## src/rtl/band_level_meter_pkg.sv

```systemverilog
// Shared types and helpers for the band level meter: FSM state encoding,
// default fraction width and the saturating magnitude used on Q15 samples.
package meter_pkg;

  typedef enum logic [1:0] {
    S_IDLE    = 2'd0,
    S_CAPTURE = 2'd1,
    S_UPDATE  = 2'd2,
    S_QUANT   = 2'd3
  } state_e;

  localparam int Q_FP_DEF = 15;

  // |x| for a 32-bit two's complement value; the most negative code has no
  // positive twin, so it saturates instead of wrapping back to itself.
  function automatic logic [31:0] sat_abs(input logic [31:0] x);
    if (x == 32'h8000_0000) return 32'h7FFF_FFFF;
    else if (x[31])         return 32'(-x);
    else                    return x;
  endfunction

endpackage

```

## src/rtl/band_level_meter_quantizer.sv

```systemverilog
// Envelope to bar index: priority-encode the top set bit of env and map it to
// a roughly 6 dB/step level, clamped to LEVELS-1.
module level_quantizer #(
  parameter  int Q_FP   = 15,
  parameter  int LEVELS = 16,
  localparam int LW     = $clog2(LEVELS)
) (
  input  logic [31:0]   i_env,
  output logic [LW-1:0] o_level
);

  localparam int B = Q_FP + 1 - LEVELS;

  int msb;
  int lvl;

  always_comb begin
    msb = -1;
    for (int i = 0; i < 32; i++)
      if (i_env[i]) msb = i;
  end

  always_comb begin
    lvl = 0;
    if (msb >= B) lvl = msb - B + 1;
    if (lvl > LEVELS - 1) lvl = LEVELS - 1;
    o_level = LW'(lvl);
  end

endmodule

```

## src/rtl/band_level_meter.sv

```systemverilog
// Per-band level meter: windowed peak magnitude, decaying envelope and a log
// bar index. Define METER_HOLD_EN to add the peak-hold output o_hold.
module band_level_meter
  import meter_pkg::*;
#(
  parameter  int Q_FP         = Q_FP_DEF,
  parameter  int WINDOW       = 512,
  parameter  int DECAY_SHIFT  = 4,
  parameter  int LEVELS       = 16,
  parameter  int HOLD_WINDOWS = 32,
  localparam int LW           = $clog2(LEVELS),
  localparam int CW           = $clog2(WINDOW)
) (
  input  logic          i_clk,
  input  logic          i_rst,
  input  logic          i_next,
  input  logic [31:0]   i_data,
  output logic [LW-1:0] o_level,
  output logic          o_valid,
  output logic          o_overrun
`ifdef METER_HOLD_EN
  ,
  output logic [LW-1:0] o_hold
`endif
);

  if (WINDOW < 2 || LEVELS > Q_FP + 1 || HOLD_WINDOWS < 1) begin : g_bad_cfg
    $error("band_level_meter: illegal parameter set");
  end

  state_e        state_q, state_d;
  logic          strobe_q, strobe_d;
  logic [CW-1:0] count_q, count_d;
  logic [31:0]   peak_q, peak_d;
  logic [31:0]   env_q, env_d;
  logic [LW-1:0] level_q, level_d;
  logic          valid_q, valid_d;
  logic          overrun_q, overrun_d;

  logic          fall;
  logic          win_last;
  logic [31:0]   mag;
  logic [31:0]   env_upd;
  logic [LW-1:0] q_level;

  // The biquad commits on the strobe's falling edge; sample one cycle later.
  assign fall     = strobe_q & ~i_next;
  assign win_last = (count_q == CW'(WINDOW - 1));
  assign mag      = sat_abs(i_data);
  assign env_upd  = (peak_q > env_q) ? peak_q : env_q - (env_q >> DECAY_SHIFT);

  // Quantise the envelope being written so the level lands with the S_QUANT cycle.
  level_quantizer #(.Q_FP(Q_FP), .LEVELS(LEVELS)) u_quant (
    .i_env   (env_upd),
    .o_level (q_level)
  );

  always_ff @(posedge i_clk) begin
    if (i_rst) begin
      state_q   <= S_IDLE;
      strobe_q  <= 1'b0;
      count_q   <= '0;
      peak_q    <= '0;
      env_q     <= '0;
      level_q   <= '0;
      valid_q   <= 1'b0;
      overrun_q <= 1'b0;
    end else begin
      state_q   <= state_d;
      strobe_q  <= strobe_d;
      count_q   <= count_d;
      peak_q    <= peak_d;
      env_q     <= env_d;
      level_q   <= level_d;
      valid_q   <= valid_d;
      overrun_q <= overrun_d;
    end
  end

  always_comb begin
    state_d = state_q;
    case (state_q)
      S_IDLE:    if (fall) state_d = S_CAPTURE;
      S_CAPTURE: state_d = win_last ? S_UPDATE : S_IDLE;
      S_UPDATE:  state_d = S_QUANT;
      S_QUANT:   state_d = S_IDLE;
      default:   state_d = S_IDLE;
    endcase
  end

  always_comb begin
    strobe_d  = i_next;
    count_d   = count_q;
    peak_d    = peak_q;
    env_d     = env_q;
    level_d   = level_q;
    valid_d   = 1'b0;
    overrun_d = overrun_q | (fall & (state_q != S_IDLE));
    case (state_q)
      S_CAPTURE: begin
        if (mag > peak_q) peak_d = mag;
        count_d = win_last ? '0 : count_q + 1'b1;
      end
      S_UPDATE: begin
        env_d   = env_upd;
        peak_d  = '0;
        level_d = q_level;
        valid_d = 1'b1;
      end
      default: ;
    endcase
  end

  assign o_level   = level_q;
  assign o_valid   = valid_q;
  assign o_overrun = overrun_q;

`ifdef METER_HOLD_EN
  localparam int HW = $clog2(HOLD_WINDOWS + 1);

  logic [LW-1:0] hold_q, hold_d;
  logic [HW-1:0] hcnt_q, hcnt_d;

  always_ff @(posedge i_clk) begin
    if (i_rst) begin
      hold_q <= '0;
      hcnt_q <= '0;
    end else begin
      hold_q <= hold_d;
      hcnt_q <= hcnt_d;
    end
  end

  // Updated alongside o_level so o_hold and o_level change in the same cycle.
  always_comb begin
    hold_d = hold_q;
    hcnt_d = hcnt_q;
    if (state_q == S_UPDATE) begin
      if (q_level >= hold_q) begin
        hold_d = q_level;
        hcnt_d = HW'(HOLD_WINDOWS);
      end else if (hcnt_q <= HW'(1)) begin
        hold_d = hold_q - 1'b1;
        hcnt_d = HW'(HOLD_WINDOWS);
      end else begin
        hcnt_d = hcnt_q - 1'b1;
      end
    end
  end

  assign o_hold = hold_q;
`endif

endmodule
```

## config.mk

```make
export PLATFORM = sky130hd
export DESIGN_NAME = band_level_meter
export DESIGN_NICKNAME = d
export VERILOG_FILES = /design/src/rtl/band_level_meter_pkg.sv /design/src/rtl/band_level_meter_quantizer.sv /design/src/rtl/band_level_meter.sv
export SDC_FILE = /design/constraint.sdc
export NUM_CORES = 1
export LEC_CHECK = 0
export ABC_AREA = 1
export CAP_MARGIN = 30
export CORE_ASPECT_RATIO = 1.2
export CORE_UTILIZATION = 35
export DETAILED_ROUTE_END_ITERATION = 6
export GPL_ROUTABILITY_DRIVEN = 0
export GPL_TIMING_DRIVEN = 0
export PLACE_DENSITY_LB_ADDON = 0.25
export SLEW_MARGIN = 20
export SYNTH_ARGS = -nofsm -noshare
export SYNTH_HDL_FRONTEND = slang
export SYNTH_SLANG_ARGS = --single-unit
```

## constraint.sdc

```tcl
create_clock -name i_clk -period 10.8 [get_ports i_clk]
set_clock_uncertainty 0.2 [all_clocks]
set_input_delay 1.08 -clock i_clk [delete_from_list [all_inputs] [get_ports i_clk]]
set_output_delay 1.08 -clock i_clk [all_outputs]
set_load 0.1 [all_outputs]
```

==> out/metrics.cfg, run 1 <==
[synthesis]
yosys_warnings = 0
synth_fp_nets = 1376
ys.flop_type = dfxtp_1
synth_edf_count = 0
syn-instance-count = 1237
synthArstFlopShare_pct = 0
synth_area_leader_cell = dfxtp_1
ys_seq_area_share_pct = 20.7
ys_top_cells_by_area = dfxtp_1, ha_1, nand2_1
avgSynthCellArea_um2 = 6.41
syn-cell-area_um2 = 7930
ys_seq_elements = 82
synth_top_area_share_pct = 20.7
synth.distinct_cells = 52

[detailed_routing]
drc = 0
drt_iter0_drc = 299
vias = 7779
vias_per_cell = 4.95
wl_per_cell_um = 13.7
wl_um = 21500
postRouteAntennaNets = 0
first_pass_iters = 6

[placed_design]
dpl.hpwl_um = 18000
io_buffers = 40
place_area_um2 = 8680

[sta]
finalHoldViolCount = 0
setup_viol = 0
rsz0062_at_grt = false
max_freq_ghz = 0.136
fin_tns_setup_ns = 0
slew_viol_final = 0
relSlewSlack_pct = 30.9
tightest_slew_ns = 1.03
post-route-period-util_pct = 67.9
finalCriticalPeriod_ns = 7.33

[floorplanning]
row_count = 60
die_h_um = 167
fp.dieArea_um2 = 23300
io_pins = 41
core_um2 = 22300
start_util_pct = 35.6
die_w_um = 139

[grt]
antenna_found_initial = 0
grt-ovfl-total = 0
grt_usage_pct = 19.3
grt_pass1_wl_um = 35900
grt_max_degree = 17
first_global_vias = 7398

[power_and_ir_drop]
p_comb_share_pct = 39.7
max-vdd-ir-drop_v = 0.0000625
leakage_nw = 4.38
sw_frac_of_total_pct = 39.5
clkPwrFrac_pct = 31.1
seqPwrFrac_pct = 29.2
p_sw_mw = 0.417
p_per_area_nw_per_um2 = 117
p_int_mw = 0.638

[cts]
hold_buffers = 0
cts_setup_buffers = 0
root_buffer = clkbuf_16
insertion_delay_ns = 0.36
tritoncts = yes
htreeDepth = 3
clock-sinks = 82
cts-resized-gates = 0
clk_pin_slew_worst_paths_ns = 0.07
numCtsBuffers = 9
clockBufferDepth = 2

[setup_path]
timing.rr.end = o_level[1]
criticalPathCategory = in -> reg
r2r_slack_ns = 4.85
critical_path_required_ns = 10.82
r2r_cells = 48
crit_path_end_kind = register
cp_max_fo = 10
regToRegStartpoint = env_q[28]
cp-start-kind = primary input
critical_path_arrival_ns = 7.35

[layout]
fin_util_pct = 40.3
final_cell_mix = nand2_1, inv_1, a21oi_1, ha_1, nor2_1
nets = 1427
design_area_um2 = 8990
diodes = 0
drive_gt1_share_pct = 6.88
final_common_cell = nand2_1
syn_to_final_growth_pct = 13.3

[hold_path]
hold_end = count_q[7]
min_path_cells = 1
hp-class = reg -> reg
hold_path.startpoint = count_q[7]

[flow_run]
cap_viol_max_count = 0

[status]
outcome = finished clean

[metrics by stage]
stage               power (mW)  worst slack (ns)  cells  hold slack [ns]
floorplan                0.625              4.81   1237            0.227
global placement         0.731              2.93   1556            0.247
detailed placement       0.734              2.93   1556            0.247
CTS                       1.06              3.29   1572            0.260
global route              1.14              2.65   1572            0.305
finish                    1.05              3.47   1572            0.258
[power groups by stage]
stage                     registers [mW]  clock network [mW]  logic, mW
after floorplan                    0.314                   0      0.311
after global placement             0.315                   0      0.416
after detailed placement           0.315                   0      0.418
after CTS                          0.308               0.332      0.420
after global routing               0.309               0.343      0.488
final                              0.308               0.328      0.419
[registers in the layout, indices dropped and copies added (netlist names), named ones only]
register and count:
env_q 32, peak_q 32, count_q 9, o_level 4
o_overrun 1, o_valid 1, state_q 1, strobe_q 1
[synth_stat cells, drive strengths merged (2+ instances only)]
cell,number
ha,103
o211ai,5
o31ai,2
a21boi,2
nand3,53
xor2,20
clkinv,5
inv,202
buf,7
or2,14
o21bai,4
nor2,92
a221oi,3
nand4,15
nor3,26
nand2,294
a31oi,6
nor4,6
a211oi,3
clkbuf,23
o21ai,98
a21oi,140
or4,2
o21a,2
dfxtp,82
xnor2,9
nand3b,9
o221a,2
nor3b,2
[per-layer routing]
| layer | wire (um) | GRT usage (%) | up-vias |
|---|---|---|---|
| met5 | 0 | 0 | - |
| met4 | 562 | 7.39 | 0 |
| met3 | 769 | 2.47 | 35 |
| met2 | 10100 | 33.6 | 151 |
| met1 | 10100 | 23.9 | 3419 |
| li1 | - | - | 4174 |
[kinds of logic (layout without fill, tap and decap cells)]
| kind of cell | Yosys count | in the layout | synth area share [%] |
|---|---|---|---|
| compound gates | 272 | 272 | 19.4 |
| buf+inv | 237 | 293 | 11.4 |
| fa+ha+maj | 104 | 104 | 16.5 |
| simple gates | 513 | 513 | 28.8 |
| flops | 82 | 82 | 20.7 |
| xor+xnor | 29 | 29 | 3.20 |
[final cells by class]
class                           instances  area [um2]
Buffer                                 30         125
Clock buffer                            9         225
Clock inverter                          7        83.8
Fill cell                            2390       13300
Inverter                              207         777
Multi-Input combinational cell        918        5390
Sequential cell                        82        1640
Tap cell                              279         349
Timing Repair Buffer                   40         400
[critical path, cell delays in order]
cell and delay [ns]:
clkdlybuf4s50_1 0.49, inv_1 0.09, ha_1 0.14, inv_1 0.05
nor3_1 0.17, nor3b_1 0.21, inv_1 0.08, nor3_1 0.31
nand2_1 0.12, nor3_1 0.19, nand2_1 0.10, nor3_1 0.33
nand4_1 0.19, nor2_1 0.23, nand4_1 0.40, nand2_1 0.16
a21oi_1 0.05, a31oi_1 0.26, ha_1 0.16, nand2_1 0.06
or4_1 0.53, nor4_1 0.27, nand2_1 0.09, a221oi_1 0.71
nor2_1 0.29, clkbuf_1 0.36, nand2_1 0.13, a21oi_1 0.07
[worst max-delay path by stage]
| stage | startpoint | endpoint | slack (ns) | cells after the start |
|---|---|---|---|---|
| CTS | i_data[0] | peak_q[3] | 3.29 | 28 |
| global placement | i_data[0] | peak_q[2] | 2.93 | 28 |
| floorplan | i_data[1] | peak_q[21] | 4.81 | 31 |
| finish | i_data[0] | peak_q[3] | 3.47 | 28 |
| global route | i_data[0] | peak_q[28] | 2.65 | 28 |
| detailed placement | i_data[0] | peak_q[29] | 2.93 | 28 |
No activity file was read; power rests on OpenSTA's default activity.
==> inputs of run 2 (changes only) <==
Clock period 10.8 ns to 6.4 ns, I/O delays scaled along.
==> out/metrics.cfg, run 2 (same netlist as run 1, synthesis figures left out) <==
[sta]
tightest_slew_ns = 1.16  ; was 1.03 ns
fin_tns_setup_ns = 0  ; unchanged
finalCriticalPeriod_ns = 5.91
finalHoldViolCount = 0  ; unchanged
rsz0062_at_grt = false  ; unchanged
post-route-period-util_pct = 92.4
setup_viol = 0  ; unchanged
slew_viol_final = 0  ; unchanged
max_freq_ghz = 0.169
relSlewSlack_pct = 22.1  ; was 30.9%

[setup_path]
regToRegStartpoint = env_q[0]  ; was env_q[28]
endpoint = peak_q[2]  ; was peak_q[3]
critical_path_required_ns = 6.42  ; was 10.82 ns
cp-start-kind = primary input  ; unchanged
r2r_cells = 35  ; was 48
crit_path_top_delay_cell = or4_1  ; was a221oi_1
r2r_slack_ns = 0.57  ; was 4.85 ns
timing.rr.end = o_level[1]  ; unchanged
critical_path_arrival_ns = 5.93  ; was 7.35 ns
cp_max_fo = 10  ; unchanged
crit_path_end_kind = register  ; unchanged
cpMostUsedCell = nand2_1  ; unchanged
criticalPathCategory = in -> reg  ; unchanged
max_stage_delay_ns = 0.62  ; was 0.71 ns
startpoint = i_data[0]  ; unchanged

[cts]
clk_pin_slew_worst_paths_ns = 0.07  ; about the same
numCtsBuffers = 9  ; unchanged
clockBufferDepth = 2  ; unchanged
insertion_delay_ns = 0.36  ; about the same
clock-sinks = 82  ; unchanged
root_buffer = clkbuf_16  ; unchanged
htreeDepth = 3  ; unchanged
hold_buffers = 0  ; unchanged
tritoncts = yes  ; unchanged

[detailed_routing]
vias = 7800  ; was 7779
first_pass_iters = 5  ; was 6
postRouteAntennaNets = 0  ; unchanged
wl_per_cell_um = 13.8  ; was 13.7 um
drt_iter0_drc = 307  ; was 299
vias_per_cell = 4.94  ; was 4.95
drc = 0  ; unchanged
wl_um = 21700  ; was 21500 um

[floorplanning]
fp.dieArea_um2 = 23300  ; unchanged
die_w_um = 139  ; unchanged
core_um2 = 22300  ; unchanged
die_h_um = 167  ; unchanged
start_util_pct = 35.6  ; unchanged
row_count = 60  ; unchanged
io_pins = 41  ; unchanged

[grt]
antenna_found_initial = 0  ; unchanged
grt_pass1_wl_um = 36100  ; was 35900 um
grt-ovfl-total = 0  ; unchanged
grt_max_degree = 17  ; unchanged
first_global_vias = 7454  ; was 7398
grt_usage_pct = 19.3  ; about the same

[layout]
syn_to_final_growth_pct = 15.8  ; was 13.3%
final_cell_mix = nand2_1, inv_1, a21oi_1, ha_1, nor2_1  ; unchanged
reg_top3 = env_q (32), peak_q (32), count_q (9)  ; unchanged
fillers = 2366  ; was 2390
final_common_cell = nand2_1  ; unchanged
diodes = 0  ; unchanged
nets = 1434  ; was 1427
fin_util_pct = 41.2  ; was 40.3%
drive_gt1_share_pct = 9.46  ; was 6.88%

[status]
outcome = finished clean  ; unchanged

[power_and_ir_drop]
p_per_area_nw_per_um2 = 196  ; was 117 nW/um2
leakage_nw = 4.47  ; was 4.38 nW
max-vdd-ir-drop_v = 0.000106  ; was 0.0000625 V

[hold_path]
hp-class = reg -> reg  ; unchanged

[placed_design]
io_buffers = 40  ; unchanged
dpl.hpwl_um = 18000  ; unchanged

[flow_run]
cap_viol_max_count = 0  ; unchanged

## run 2: cell count changes in the layout (fill, tap and decap cells not counted), moves of 3 or more
cell | previous run | this run
nor3_1 | 20 | 16
o21ai_0 | 76 | 73
buf_6 | 0 | 3
nor2_1 | 84 | 81
dfxtp_1 | 82 | 79
nor3_2 | 5 | 9
clkbuf_1 | 23 | 17
buf_4 | 2 | 10
dfxtp_2 | 0 | 3
## run 2: repair_timing
action,in CTS,in global routing
endpoints found under the setup margin,32,36
pin swaps,1,5
setup buffers,4,3
gates resized for setup,9,46
## run 2: layout make-up
class	count	area [um2]	share of cell area [%]
timing repair buffer	47	453	4.93
sequential	82	1650	17.9
clock buffer	9	225	2.45
multi-input combinational	918	5490	59.8
clock inverter	7	83.8	0.913
tap	279	349	3.80
inverter	207	777	8.46
buffer	30	159	1.73
## run 2: report_power, final
group,switching (mW),internal (mW)
registers,0.00511,0.515
logic,0.466,0.264
clock network,0.245,0.309
## run 2: worst min-delay path by stage
stage / start / to / slack, ns / depth (start not counted)
5_1_grt: peak_q[4] / peak_q[4] / 0.30 / 2
2_1_floorplan: count_q[7] / count_q[7] / 0.23 / 1
3_3_place_gp: count_q[7] / count_q[7] / 0.25 / 1
6_report: count_q[7] / count_q[7] / 0.26 / 1
4_1_cts: count_q[7] / count_q[7] / 0.26 / 1
3_5_place_dp: count_q[7] / count_q[7] / 0.25 / 1
## run 2: routing by layer
layer	GRT usage [%]	up-vias	part of all wire [%]
met4	7.34	0	2.4
met5	0	-	0
met1	23.9	3447	47
met3	2.44	31	3.4
met2	34.0	133	47
li1	-	4189	-
## run 2: through the flow
step                      total power, mW  setup WS [ns]  cell area, um2  cells  hold slack, ns
after floorplan                      1.06          0.853            7930   1237           0.227
after global placement               1.23          -1.03            8680   1556           0.247
after detailed placement             1.24          -1.03            8680   1556           0.247
after CTS                            1.79         0.0489            9060   1576           0.260
after global routing                 1.95       0.000417            9190   1579           0.305
final                                1.80          0.488            9190   1579           0.258
## run 2: worst max-delay path: cells and delay by family
family | cells | cell delay [ns]
fa+ha+maj | 2 | 0.45
buf+inv | 7 | 1.30
simple gates | 18 | 3.26
compound gates | 2 | 0.28
